**config.mk**
```make
export PLATFORM = sky130hd
export DESIGN_NAME = uart_key_rx
export DESIGN_NICKNAME = d
export VERILOG_FILES = /design/src/rtl/uart_key_rx.sv
export SDC_FILE = /design/constraint.sdc
export NUM_CORES = 1
export LEC_CHECK = 0
export ABC_AREA = 1
export CAP_MARGIN = 15
export CELL_PAD_IN_SITES_DETAIL_PLACEMENT = 0
export CELL_PAD_IN_SITES_GLOBAL_PLACEMENT = 1
export CORE_MARGIN = 5
export CORE_UTILIZATION = 33
export DETAILED_ROUTE_END_ITERATION = 8
export PLACE_DENSITY_LB_ADDON = 0.1
export SYNTH_ARGS = -nofsm -noshare
export SYNTH_HDL_FRONTEND = slang
export SYNTH_SLANG_ARGS = --single-unit
```
**constraint.sdc**
```tcl
create_clock -name clk -period 4.6 [get_ports clk]
set_input_delay 0.46 -clock clk [delete_from_list [all_inputs] [get_ports clk]]
set_output_delay 0.46 -clock clk [all_outputs]
set_load 0.02 [all_outputs]
```
**src/rtl/uart_key_rx.sv**
```systemverilog
// rtl/uart_key_rx.sv - 8N1 UART receiver that decodes note codes into a held one-hot key vector
module uart_key_rx #(
    parameter int CLKS_PER_BIT = 5208,
    parameter int HOLD_CYCLES  = 5000000
) (
    input  logic        clk,
    input  logic        reset_n,
    input  logic        rxd,
    output logic [7:0]  rx_byte,
    output logic        rx_valid,
    output logic        frame_err,
    output logic        unknown_code,
    output logic [12:0] keyboard
);

    localparam int BAUD_W = $clog2(CLKS_PER_BIT);
    localparam int HOLD_W = $clog2(HOLD_CYCLES + 1);

    localparam logic [BAUD_W-1:0] HALF_LAST = BAUD_W'(CLKS_PER_BIT / 2 - 1);
    localparam logic [BAUD_W-1:0] BIT_LAST  = BAUD_W'(CLKS_PER_BIT - 1);
    localparam logic [HOLD_W-1:0] HOLD_LOAD = HOLD_W'(HOLD_CYCLES);

    localparam logic [2:0] ST_IDLE  = 3'd0;
    localparam logic [2:0] ST_START = 3'd1;
    localparam logic [2:0] ST_DATA  = 3'd2;
    localparam logic [2:0] ST_STOP  = 3'd3;
    localparam logic [2:0] ST_BREAK = 3'd4;

    logic              rxd_meta_q, rxd_s_q;
    logic [2:0]        state_q, state_d;
    logic [BAUD_W-1:0] baud_q, baud_d;
    logic [2:0]        bit_q, bit_d;
    logic [7:0]        shift_q, shift_d;
    logic [7:0]        rx_byte_q, rx_byte_d;
    logic              rx_valid_q, rx_valid_d;
    logic              frame_err_q, frame_err_d;
    logic              unknown_q, unknown_d;
    logic [12:0]       kb_q, kb_d;
    logic [HOLD_W-1:0] hold_q, hold_d;
    logic              key_hit;
    logic [12:0]       key_vec;

    always_comb begin
        key_hit = 1'b1;
        key_vec = 13'h0000;
        case (shift_q)
            8'h43:   key_vec = 13'h0001;
            8'h63:   key_vec = 13'h0002;
            8'h44:   key_vec = 13'h0004;
            8'h64:   key_vec = 13'h0008;
            8'h45:   key_vec = 13'h0010;
            8'h46:   key_vec = 13'h0020;
            8'h66:   key_vec = 13'h0040;
            8'h47:   key_vec = 13'h0080;
            8'h67:   key_vec = 13'h0100;
            8'h41:   key_vec = 13'h0200;
            8'h61:   key_vec = 13'h0400;
            8'h42:   key_vec = 13'h0800;
            8'h2B:   key_vec = 13'h1000;
            default: key_hit = 1'b0;
        endcase
    end

    always_comb begin
        state_d     = state_q;
        baud_d      = baud_q;
        bit_d       = bit_q;
        shift_d     = shift_q;
        rx_byte_d   = rx_byte_q;
        rx_valid_d  = 1'b0;
        frame_err_d = 1'b0;
        unknown_d   = 1'b0;
        kb_d        = kb_q;
        hold_d      = hold_q;

        // Hold countdown; a load in STOP below overrides the expiry clear.
        if (kb_q != 13'h0000) begin
            hold_d = hold_q - HOLD_W'(1);
            if (hold_q == HOLD_W'(1)) begin
                kb_d = 13'h0000;
            end
        end

        case (state_q)
            ST_IDLE: begin
                if (!rxd_s_q) begin
                    state_d = ST_START;
                    baud_d  = '0;
                    bit_d   = 3'd0;
                end
            end
            ST_START: begin
                if (baud_q == HALF_LAST) begin
                    baud_d  = '0;
                    state_d = rxd_s_q ? ST_IDLE : ST_DATA;
                end else begin
                    baud_d = baud_q + BAUD_W'(1);
                end
            end
            ST_DATA: begin
                if (baud_q == BIT_LAST) begin
                    baud_d  = '0;
                    shift_d = {rxd_s_q, shift_q[7:1]};
                    bit_d   = bit_q + 3'd1;
                    if (bit_q == 3'd7) begin
                        state_d = ST_STOP;
                    end
                end else begin
                    baud_d = baud_q + BAUD_W'(1);
                end
            end
            ST_STOP: begin
                if (baud_q == BIT_LAST) begin
                    baud_d = '0;
                    if (rxd_s_q) begin
                        rx_byte_d  = shift_q;
                        rx_valid_d = 1'b1;
                        state_d    = ST_IDLE;
                        if (key_hit) begin
                            kb_d   = key_vec;
                            hold_d = HOLD_LOAD;
                        end else begin
                            unknown_d = 1'b1;
                        end
                    end else begin
                        frame_err_d = 1'b1;
                        state_d     = ST_BREAK;
                    end
                end else begin
                    baud_d = baud_q + BAUD_W'(1);
                end
            end
            ST_BREAK: begin
                if (rxd_s_q) begin
                    state_d = ST_IDLE;
                end
            end
            default: state_d = ST_IDLE;
        endcase
    end

    always_ff @(posedge clk) begin
        if (!reset_n) begin
            rxd_meta_q  <= 1'b1;
            rxd_s_q     <= 1'b1;
            state_q     <= ST_IDLE;
            baud_q      <= '0;
            bit_q       <= 3'd0;
            shift_q     <= 8'h00;
            rx_byte_q   <= 8'h00;
            rx_valid_q  <= 1'b0;
            frame_err_q <= 1'b0;
            unknown_q   <= 1'b0;
            kb_q        <= 13'h0000;
            hold_q      <= '0;
        end else begin
            rxd_meta_q  <= rxd;
            rxd_s_q     <= rxd_meta_q;
            state_q     <= state_d;
            baud_q      <= baud_d;
            bit_q       <= bit_d;
            shift_q     <= shift_d;
            rx_byte_q   <= rx_byte_d;
            rx_valid_q  <= rx_valid_d;
            frame_err_q <= frame_err_d;
            unknown_q   <= unknown_d;
            kb_q        <= kb_d;
            hold_q      <= hold_d;
        end
    end

    assign rx_byte      = rx_byte_q;
    assign rx_valid     = rx_valid_q;
    assign frame_err    = frame_err_q;
    assign unknown_code = unknown_q;
    assign keyboard     = kb_q;

endmodule
```
==> key figures, run 1 <==
Run status
  – Status: complete, no violations

Min path
  – Hold Crit Class: reg2reg

Cells and area
  – Final instance area: around 4500 um2
  – Most common cell after layout, fill and taps aside: nand2_1
  – Final nets: 559
  – N_diodes: 0
  – Most frequent cells in the layout: nand2_1, dfxtp_1, nor2_1
  – Area growth, synth to finish: 17.73%
  – Layout cells sized above 1: 9.892%

Power and ir drop
  – Worst vdd ir: 234.3 uV
  – Total chip power: 1.600 mW
  – Share of power burned in registers: between 40% and 50%
  – Sw Share: 25.23%
  – Power Density: between 300 and 400 nW/um2
  – Leakage power: approximately 1.8 nW
  – Proportion of power drawn by combinational gates: 8.8%
  – Power Internal: 1.196 mW
  – Net Sw Power: between 400 and 500 uW
  – Clk pwr share: 48.5%

Drt
  – Drt pass-1 iters: 4
  – Post-route DRC: 0
  – Vias per cell: 4.830
  – Routed WL per cell: 13.43 um
  – Routed wire length: 9391 um
  – Initial DRC Count: 200
  – Remaining antenna violation count: 0
  – Via count: 3376

Floorplanning
  – Placement Rows: 39
  – I/O pin total: 27
  – Core area: approximately 11000 um2
  – Initial Util: 33.40%
  – Die H: 117.3 um
  – Die Area: 13750 um2
  – Die X: 117.3 um

Synthesis
  – Register area share after synthesis: 40.07%
  – Syn Inst Count: 527
  – YS warnings: 0
  – Flops & latches, synth: 76
  – Post-synthesis cell area: 3797 um2
  – Count of cell types in the netlist: 40
  – Syn Area/Cell: 7.206 um2
  – Mapped Nets: 535

Global route
  – Initial antenna violation count: 0
  – GRT Residual Overflow: 0
  – Largest net degree at the start of global routing: 30
  – Gr usage total: around 15%
  – First-pass GRT wire length: 15820 um
  – Vias in the first global route: approximately 3100

Placed design
  – Placer Congestion: 0.8190
  – Port Buffers: 26
  – DP Area: a little over 4000 um2
  – Dpl ws: roughly 1.9 ns
  – Hpwl dp: 6805 um

Worst setup path
  – CP Capture Type: flip-flop
  – Worst Setup Start Kind: input port
  – Critical path peak fanout: 29
  – WP data arrival: 2.57 ns
  – WS Path Type: in2reg
  – Critical Path RT: 4.85 ns

Timing
  – Tcrit/Tclk final: 50.47%
  – Final Critical Period: 2.322 ns
  – Worst slew pin tran: 0.8278 ns
  – Setup WS post-layout: 2.278 ns
  – RSZ-0062 raised after global routing: no
  – Rel. slew slack: about 44%
  – Setup TNS Final: 0 ns
  – Endpoints failing hold: 0
  – Max-slew violations: 0
  – Final number of setup-violating endpoints: 0
  – Max Freq: 430.7 MHz
  – Clock Skews: 0.006828 ns

Clock tree
  – Clock sinks: 76
  – Clk buf depth: 2
  – Max H-tree Level: 3
  – Clock buffer count from CTS: 9
  – Root Driver: clkbuf_16
  – Reg clk slew, reported paths: 0.06 ns
  – Post-CTS Setup Bufs: 0
  – CTS hold repair buffers: 0
  – CTS tree: yes
  – CTS resizes: 0
  – Worst-skew pair later-pin latency: about 0.35 ns

Run
  – Max-cap violations: 0
## cell usage after synthesis, drive strengths merged
| library cell | n | area share [%] |
|---|---|---|
| xor2 | 7 | 1.6 |
| dfxtp | 76 | 40 |
| buf | 11 | 2.3 |
| a22oi | 1 | 0.20 |
| nor4 | 5 | 0.82 |
| nand2 | 96 | 11 |
| nand3b | 1 | 0.20 |
| nor3b | 1 | 0.20 |
| nand4 | 14 | 2.3 |
| clkbuf | 3 | 0.30 |
| nand3 | 52 | 7.3 |
| or2 | 7 | 1.2 |
| inv | 61 | 6.0 |
| ha | 5 | 1.6 |
| nor3 | 25 | 4.2 |
| xnor2 | 3 | 0.69 |
| o21ai | 26 | 3.4 |
| a21oi | 50 | 6.7 |
| clkinv | 1 | 0.099 |
| a31oi | 3 | 0.89 |
| nor2 | 78 | 8.9 |
| o211ai | 1 | 0.20 |
## metal layers
metal  routed length, um  vias up  track usage [%]
met5                   0        -                0
met4                 111        0            5.275
met3                 417       10            4.576
met2                4114       50            21.95
met1                4747     1535            20.77
li1                    -     1781                -
## area by class of cell
cell class | instances | area (um2)
flip-flops and latches | 76 | 1521
fillers | 1240 | 6899
clock inverters | 6 | 87.58
multi-input cells | 375 | 1943
well taps | 143 | 178.9
clock buffers | 10 | 239.0
inverters | 62 | 232.7
repair buffers | 27 | 267.8
## state kept, by name, summed over array words and instances, names as in the netlist
name	cells
state_q	3
bit_q	3
rxd_s_q	1
baud_q	13
shift_q	8
rxd_meta_q	1
rx_byte	8
frame_err	1
keyboard	13
rx_valid	1
hold_q	23
unknown_code	1
## power by group through the flow
stage | Combinational (mW) | Clock (mW) | Sequential (mW)
finish | 0.140 | 0.775 | 0.684
CTS | 0.141 | 0.806 | 0.684
detailed placement | 0.140 | 0 | 0.698
global route | 0.163 | 0.837 | 0.685
floorplan | 0.107 | 0 | 0.695
global placement | 0.142 | 0 | 0.698
## stage by stage
| step | instances | utilization, % | hold WS (ns) |
|---|---|---|---|
| finish | 699 | 39.32 | 0.4111 |
| global route | 699 | 39.32 | 0.4329 |
| CTS | 699 | 39.32 | 0.4127 |
| detailed placement | 683 | 36.45 | 0.3976 |
| global placement | 683 | 36.45 | 0.3993 |
| floorplan | 527 | - | 0.3925 |
## final timing paths
path / depth (start not counted) / start / endpoint / slack [ns]
setup / recovery: 6 / reset_n / keyboard[5] / 2.28
setup reg to reg: 10 / baud_q[0] / hold_q[21] / 2.58
hold reg to reg: 1 / rxd_meta_q / rxd_s_q / 0.41
hold / removal: 1 / rxd_meta_q / rxd_s_q / 0.41
## critical path, cell delays in order
cell             delay, ns
clkdlybuf4s50_1       0.46
buf_4                 0.30
clkinv_1              0.74
nor3_1                0.44
nand3_1               0.10
o21ai_0               0.08
## kinds of logic after synthesis
logic type	count (synthesis)	synth area share (%)
buffers and inverters	76	8.764
and+or+nand+nor	279	35.82
xor gates and xnor gates	10	2.307
AOI/OAI and AO/OA	81	11.40
DFF	76	40.07
adders and majority gates	5	1.647
No activity file was read; power rests on OpenSTA's default activity.
==> run 2: changes to the inputs <==
- clock period: 4.6 -> 2.2 ns (I/O delays scaled with it)
==> key figures, run 2 (synthesized netlist as in run 1, its figures left out) <==
Floorplanning
  – I/O pin total: 27 (unchanged)
  – Initial Util: 33.40% (unchanged)
  – Core area: 11370 um2 (unchanged)
  – Placement Rows: 39 (unchanged)
  – Die X: 117.3 um (unchanged)
  – Die Area: 13750 um2 (unchanged)
  – Die H: 117.3 um (unchanged)

Global route
  – Initial antenna violation count: 0 (unchanged)
  – Vias in the first global route: 3373 (was 3127)
  – Gr usage total: 15.21% (was 14.97%)
  – First-pass GRT wire length: 16300 um (was 15820 um)
  – Largest net degree at the start of global routing: 29 (was 30)
  – GRT Residual Overflow: 0 (unchanged)

Worst setup path
  – Reg-to-reg slack, setup: 0.35 ns (was 2.58 ns)
  – CP Capture Type: flip-flop (unchanged)
  – WP data arrival: 2.09 ns (was 2.57 ns)
  – Critical path peak fanout: 11 (was 29)
  – Worst Setup Start Kind: flip-flop (was input port)
  – Critical Path RT: 2.44 ns (was 4.85 ns)
  – WS Path Type: reg2reg (was in2reg)

Drt
  – Vias per cell: 4.788 (was 4.830)
  – Post-route DRC: 0 (unchanged)
  – Drt pass-1 iters: 4 (unchanged)
  – Routed WL per cell: 13.13 um (was 13.43 um)
  – Highest metal used: met4 (unchanged)
  – Via count: 3361 (was 3376)
  – Remaining antenna violation count: 0 (unchanged)
  – Initial DRC Count: 166 (was 200)
  – Post-Route M1 WL: 4582 um (was 4747 um)
  – Met3 wire len: 269 um (was 417 um)
  – Routed wire length: 9220 um (was 9391 um)
  – DR WL met2: 4174 um (was 4114 um)

Clock tree
  – Root Driver: clkbuf_16 (unchanged)
  – Clock buffer count from CTS: 9 (unchanged)
  – CTS tree: yes (unchanged)
  – Reg clk slew, reported paths: 0.06 ns (about the same)
  – Post-CTS Setup Bufs: 0 (unchanged)
  – CTS resizes: 0 (unchanged)
  – CTS hold repair buffers: 0 (unchanged)
  – Clock sinks: 76 (unchanged)
  – Max H-tree Level: 3 (unchanged)
  – Worst-skew pair later-pin latency: 0.34 ns (was 0.35 ns)
  – Clk buf depth: 2 (unchanged)

Cells and area
  – Area growth, synth to finish: 18.25% (was 17.73%)
  – Final nets: 562 (was 559)
  – Biggest register: hold_q (unchanged)
  – Core Util, Final: 39.50% (was 39.32%)
  – N_diodes: 0 (unchanged)
  – Fillers: 1224 (was 1240)
  – Storage cell area: 1521 um2 (unchanged)
  – Max reg flops: 23 (unchanged)
  – Most frequent cells in the layout: nand2_1, dfxtp_1, nor2_1 (unchanged)
  – Most common cell after layout, fill and taps aside: nand2_1 (unchanged)
  – Layout cells sized above 1: 10.38% (was 9.892%)
  – Multi-input logic area: 1943 um2 (unchanged)

Timing
  – Rel. slew slack: 53.11% (was 44.47%)
  – Setup TNS Final: 0 ns (unchanged)
  – RSZ-0062 raised after global routing: no (unchanged)
  – Worst slew pin tran: 0.6969 ns (was 0.8278 ns)
  – Final Critical Period: 1.851 ns
  – Setup WS post-layout: 0.3493 ns (was 2.278 ns)
  – Worst hold slack: 0.4147 ns (was 0.4111 ns)
  – Tcrit/Tclk final: 84.12%
  – Max-slew violations: 0 (unchanged)
  – Max Freq: around 540 MHz
  – Final number of setup-violating endpoints: 0 (unchanged)
  – Clock Skews: 0.007715 ns (was 0.006828 ns)
  – Endpoints failing hold: 0 (unchanged)

Power and ir drop
  – Proportion of power drawn by combinational gates: 8.7% (was 8.8%)
  – Leakage power: 1.842 nW (was 1.834 nW)
  – Worst vdd ir: 284.8 uV (was 234.3 uV)
  – Net Sw Power: 853.6 uW (was 403.6 uW)
  – Power Internal: 2.477 mW (was 1.196 mW)
  – Sw Share: 25.63% (was 25.23%)
  – Share of power burned in registers: 42.9% (was 42.8%)
  – Clk pwr share: 48.4% (was 48.5%)
  – Power Density: 741.6 nW/um2 (was 357.8 nW/um2)

Placed design
  – Port Buffers: 26 (unchanged)
  – Hpwl dp: 6844 um (was 6805 um)
  – Placer Congestion: 0.8232 (was 0.8190)
  – Dpl ws: 0.3664 ns (was 1.881 ns)

Run
  – Max-cap violations: 0 (unchanged)

Run status
  – Status: complete, no violations (unchanged)

Min path
  – Hold Crit Class: reg2reg (unchanged)
==> run 2: cell types whose count changed in the layout (fill, tap and decap cells not counted) <==
cell / before / now
inv_6: 0 / 1
clkinvlp_4: 0 / 1
clkbuf_8: 1 / 0
buf_4: 1 / 4
clkinv_2: 2 / 1
==> run 2: layout make-up <==
type                       count  area share (%)
inverter                      62           5.182
sequential                    76           33.88
timing repair buffer          30           6.464
multi-input combinational    375           43.27
clock buffer                   9           5.015
clock inverter                 7           2.201
tap                          143           3.984
==> run 2: path summary, 6_finish.rpt <==
| kind | start | to | cells after the start |
|---|---|---|---|
| worst min-delay path | rxd_meta_q | rxd_s_q | 1 |
| worst min register to register | rxd_meta_q | rxd_s_q | 1 |
| worst max-delay path | keyboard[2] | hold_q[19] | 11 |
| worst max register to register | keyboard[2] | hold_q[19] | 11 |
==> run 2: metrics by stage <==
stage	power (mW)	cell area, um2	std cells
3_3_place_gp	1.754	4167	686
2_1_floorplan	1.677	3797	527
3_5_place_dp	1.751	4167	686
6_report	3.330	4491	702
4_1_cts	3.384	4491	702
5_1_grt	3.496	4491	702
==> run 2: metal layers <==
metal,GRT usage (%),up-vias
met4,6.651,0
met5,0,-
met1,19.97,1518
li1,-,1794
met3,2.674,14
met2,24.47,35
==> run 2: worst max-delay path, cell delays in order, from the launching register on <==
cell and delay (ns):
dfxtp_1 0.36, nor2_1 0.07, nand2_1 0.05, nor2_1 0.04
nand2_1 0.28, nand3_1 0.19, nor2_1 0.39, nand3_1 0.13
nand2_1 0.08, nand3_1 0.06, nand2_1 0.06, inv_1 0.04
==> run 2: power by group through the flow <==
| stage | combinational [mW] | sequential (mW) | clock [mW] |
|---|---|---|---|
| 6_report | 0.291 | 1.43 | 1.61 |
| 3_3_place_gp | 0.295 | 1.46 | 0 |
| 5_1_grt | 0.338 | 1.43 | 1.73 |
| 2_1_floorplan | 0.223 | 1.45 | 0 |
| 3_5_place_dp | 0.292 | 1.46 | 0 |
| 4_1_cts | 0.293 | 1.43 | 1.66 |
==> run 3: changes to the inputs <==
- clock period: 2.2 -> 1.7 ns (I/O delays scaled with it)
==> key figures, run 3 (synthesized netlist as in run 1, its figures left out) <==
Global route
  – Vias in the first global route: 3314 (was 3373)
  – Gr usage total: 15.17% (was 15.21%)
  – GRT Residual Overflow: 0 (unchanged)
  – Initial antenna violation count: 0 (unchanged)
  – Largest net degree at the start of global routing: 29 (unchanged)
  – First-pass GRT wire length: 16200 um (was 16300 um)

Timing
  – Rel. slew slack: 75.14% (was 53.11%)
  – Clock Skews: 0.004603 ns (was 0.007715 ns)
  – Tcrit/Tclk final: 94.93% (was 84.12%)
  – Worst slew pin tran: 0.3700 ns (was 0.6969 ns)
  – Worst hold slack: 0.3910 ns (was 0.4147 ns)
  – RSZ-0062 raised after global routing: yes (was no)
  – Max-slew violations: 0 (unchanged)
  – Endpoints failing hold: 0 (unchanged)
  – Final number of setup-violating endpoints: 0 (unchanged)
  – Setup TNS Final: 0 ns (unchanged)
  – Max Freq: 619.6 MHz (was 540.3 MHz)
  – Final Critical Period: 1.614 ns (was 1.851 ns)

Placed design
  – Placer Congestion: 0.8085 (was 0.8232)
  – Port Buffers: 26 (unchanged)
  – Hpwl dp: 7119 um (was 6844 um)
  – DP Area: 4412 um2 (was 4167 um2)

Clock tree
  – Clk buf depth: 2 (unchanged)
  – Clock buffer count from CTS: 9 (unchanged)
  – Reg clk slew, reported paths: 0.06 ns (about the same)
  – Root Driver: clkbuf_16 (unchanged)
  – Max H-tree Level: 3 (unchanged)
  – Worst-skew pair later-pin latency: 0.34 ns (about the same)
  – CTS tree: yes (unchanged)
  – Clock sinks: 76 (unchanged)

Power and ir drop
  – Power Density: 844.3 nW/um2 (was 741.6 nW/um2)
  – Worst vdd ir: 474.5 uV (was 284.8 uV)
  – Leakage power: 2.045 nW (was 1.842 nW)

Run status
  – Status: complete, no violations (unchanged)

Drt
  – Remaining antenna violation count: 0 (unchanged)
  – Vias per cell: 4.800 (was 4.788)
  – Routed wire length: 9641 um (was 9220 um)
  – Drt pass-1 iters: 4 (unchanged)
  – Initial DRC Count: 164 (was 166)
  – Via count: 3533 (was 3361)
  – Routed WL per cell: 13.10 um (was 13.13 um)
  – Post-route DRC: 0 (unchanged)

Cells and area
  – Most frequent cells in the layout: nand2_1, nor2_1, dfxtp_1 (was nand2_1, dfxtp_1, nor2_1)
  – Final nets: 596 (was 562)
  – Area growth, synth to finish: 29.19% (was 18.25%)
  – Layout cells sized above 1: 19.90% (was 10.38%)
  – Storage cell area: 1541 um2 (was 1521 um2)
  – N_diodes: 0 (unchanged)
  – Biggest register: hold_q (unchanged)
  – Final instance area: 4906 um2 (was 4491 um2)
  – Multi-input logic area: 2071 um2 (was 1943 um2)
  – Most common cell after layout, fill and taps aside: nand2_1 (unchanged)
  – Fillers: 1182 (was 1224)
  – Max reg flops: 23 (unchanged)

Min path
  – Worst Hold Depth: 2 (was 1)
  – WHS Endpoint: rxd_meta_q (was rxd_s_q)
  – Hold Crit Start: rxd (was rxd_meta_q)
  – Hold Crit Class: in2reg (was reg2reg)

Worst setup path
  – Critical path peak fanout: 8 (was 11)
  – Worst reg2reg path depth: 9 (was 11)
  – CP Capture Type: flip-flop (unchanged)
  – WP data arrival: 1.88 ns (was 2.09 ns)
  – Critical Path RT: 1.97 ns (was 2.44 ns)
  – Reg-to-reg endpoint: keyboard[4] (was hold_q[19])
  – Critical path origin: baud_q[0] (was keyboard[2])
  – WS Path Type: reg2reg (unchanged)
  – Reg-to-reg slack, setup: 0.09 ns (was 0.35 ns)
  – R2r startpoint: baud_q[0] (was keyboard[2])
  – Worst Setup Start Kind: flip-flop (unchanged)

Run
  – Max-cap violations: 0 (unchanged)

Floorplanning
  – Initial Util: 33.40% (unchanged)
  – Die H: 117.3 um (unchanged)
  – Placement Rows: 39 (unchanged)
  – Die X: 117.3 um (unchanged)
  – I/O pin total: 27 (unchanged)
  – Die Area: 13750 um2 (unchanged)
  – Core area: 11370 um2 (unchanged)
==> run 3: changes by cell type in the layout (fill, tap and decap cells not counted), moves of 2 or more <==
| cell | before | now |
|---|---|---|
| buf_4 | 4 | 31 |
| nor3_1 | 21 | 18 |
| nor2_4 | 2 | 7 |
| bufinv_16 | 2 | 0 |
| dfxtp_1 | 76 | 64 |
| dfxtp_4 | 0 | 2 |
| dfxtp_2 | 0 | 10 |
| buf_12 | 0 | 5 |
| nand2_4 | 4 | 6 |
| nor3_2 | 2 | 4 |
| nor2_1 | 70 | 64 |
| nand3_1 | 50 | 48 |
==> run 3: through the flow <==
step	power, mW	utilization [%]	setup WS [ns]	cells
after floorplan	2.170	-	0.1260	527
after global placement	2.310	38.80	-0.01554	712
after detailed placement	2.309	38.80	-0.04367	712
after CTS	4.134	41.31	-0.04686	728
after global routing	4.377	43.15	-0.006404	736
final	4.142	43.15	0.08614	736
==> run 3: repair_timing <==
action                                  4_1_cts  5_1_grt
cloned                                        0        1
resized for setup                             2       39
buffers inserted                              0        7
pin swaps                                     0       15
endpoints found under the setup margin        6       65
hold buffers                                  0        0
==> run 3: worst max path at each step <==
stage,endpoint,slack [ns],cells past startpoint
after floorplan,keyboard[11],0.13,9
after global placement,hold_q[22],-0.02,11
after detailed placement,hold_q[14],-0.04,11
after CTS,hold_q[14],-0.05,11
after global routing,state_q[1],-0.006,10
final,keyboard[4],0.09,9
==> run 3: final cells by class <==
type,instances,share of cell area (%)
Clock buffer,9,4.591
Clock inverter,7,1.071
Inverter,62,4.744
Multi-Input combinational cell,376,42.21
Sequential cell,76,31.42
Tap cell,143,3.647
Timing Repair Buffer,63,12.32
==> run 3: report_power, final <==
group          leakage [nW]  switching [mW]  internal (mW)
clock                 0.136           0.788          0.994
combinational          1.29           0.299          0.204
sequential            0.619          0.0453           1.81
total                  2.04            1.13           3.01
==> run 3: routing by layer <==
layer	global-route usage, %	wire length [um]
met1	20.27	4798
met2	23.23	4292
met3	3.085	303
met4	7.569	247
met5	0	0
==> run 3: critical path, stage by stage (launching register included) <==
cell,delay (ns)
dfxtp_2,0.36
ha_4,0.16
nand3_1,0.09
nor2_2,0.13
nand2_4,0.12
nor3_4,0.20
buf_6,0.16
buf_4,0.12
nand3_1,0.08
a21oi_1,0.12
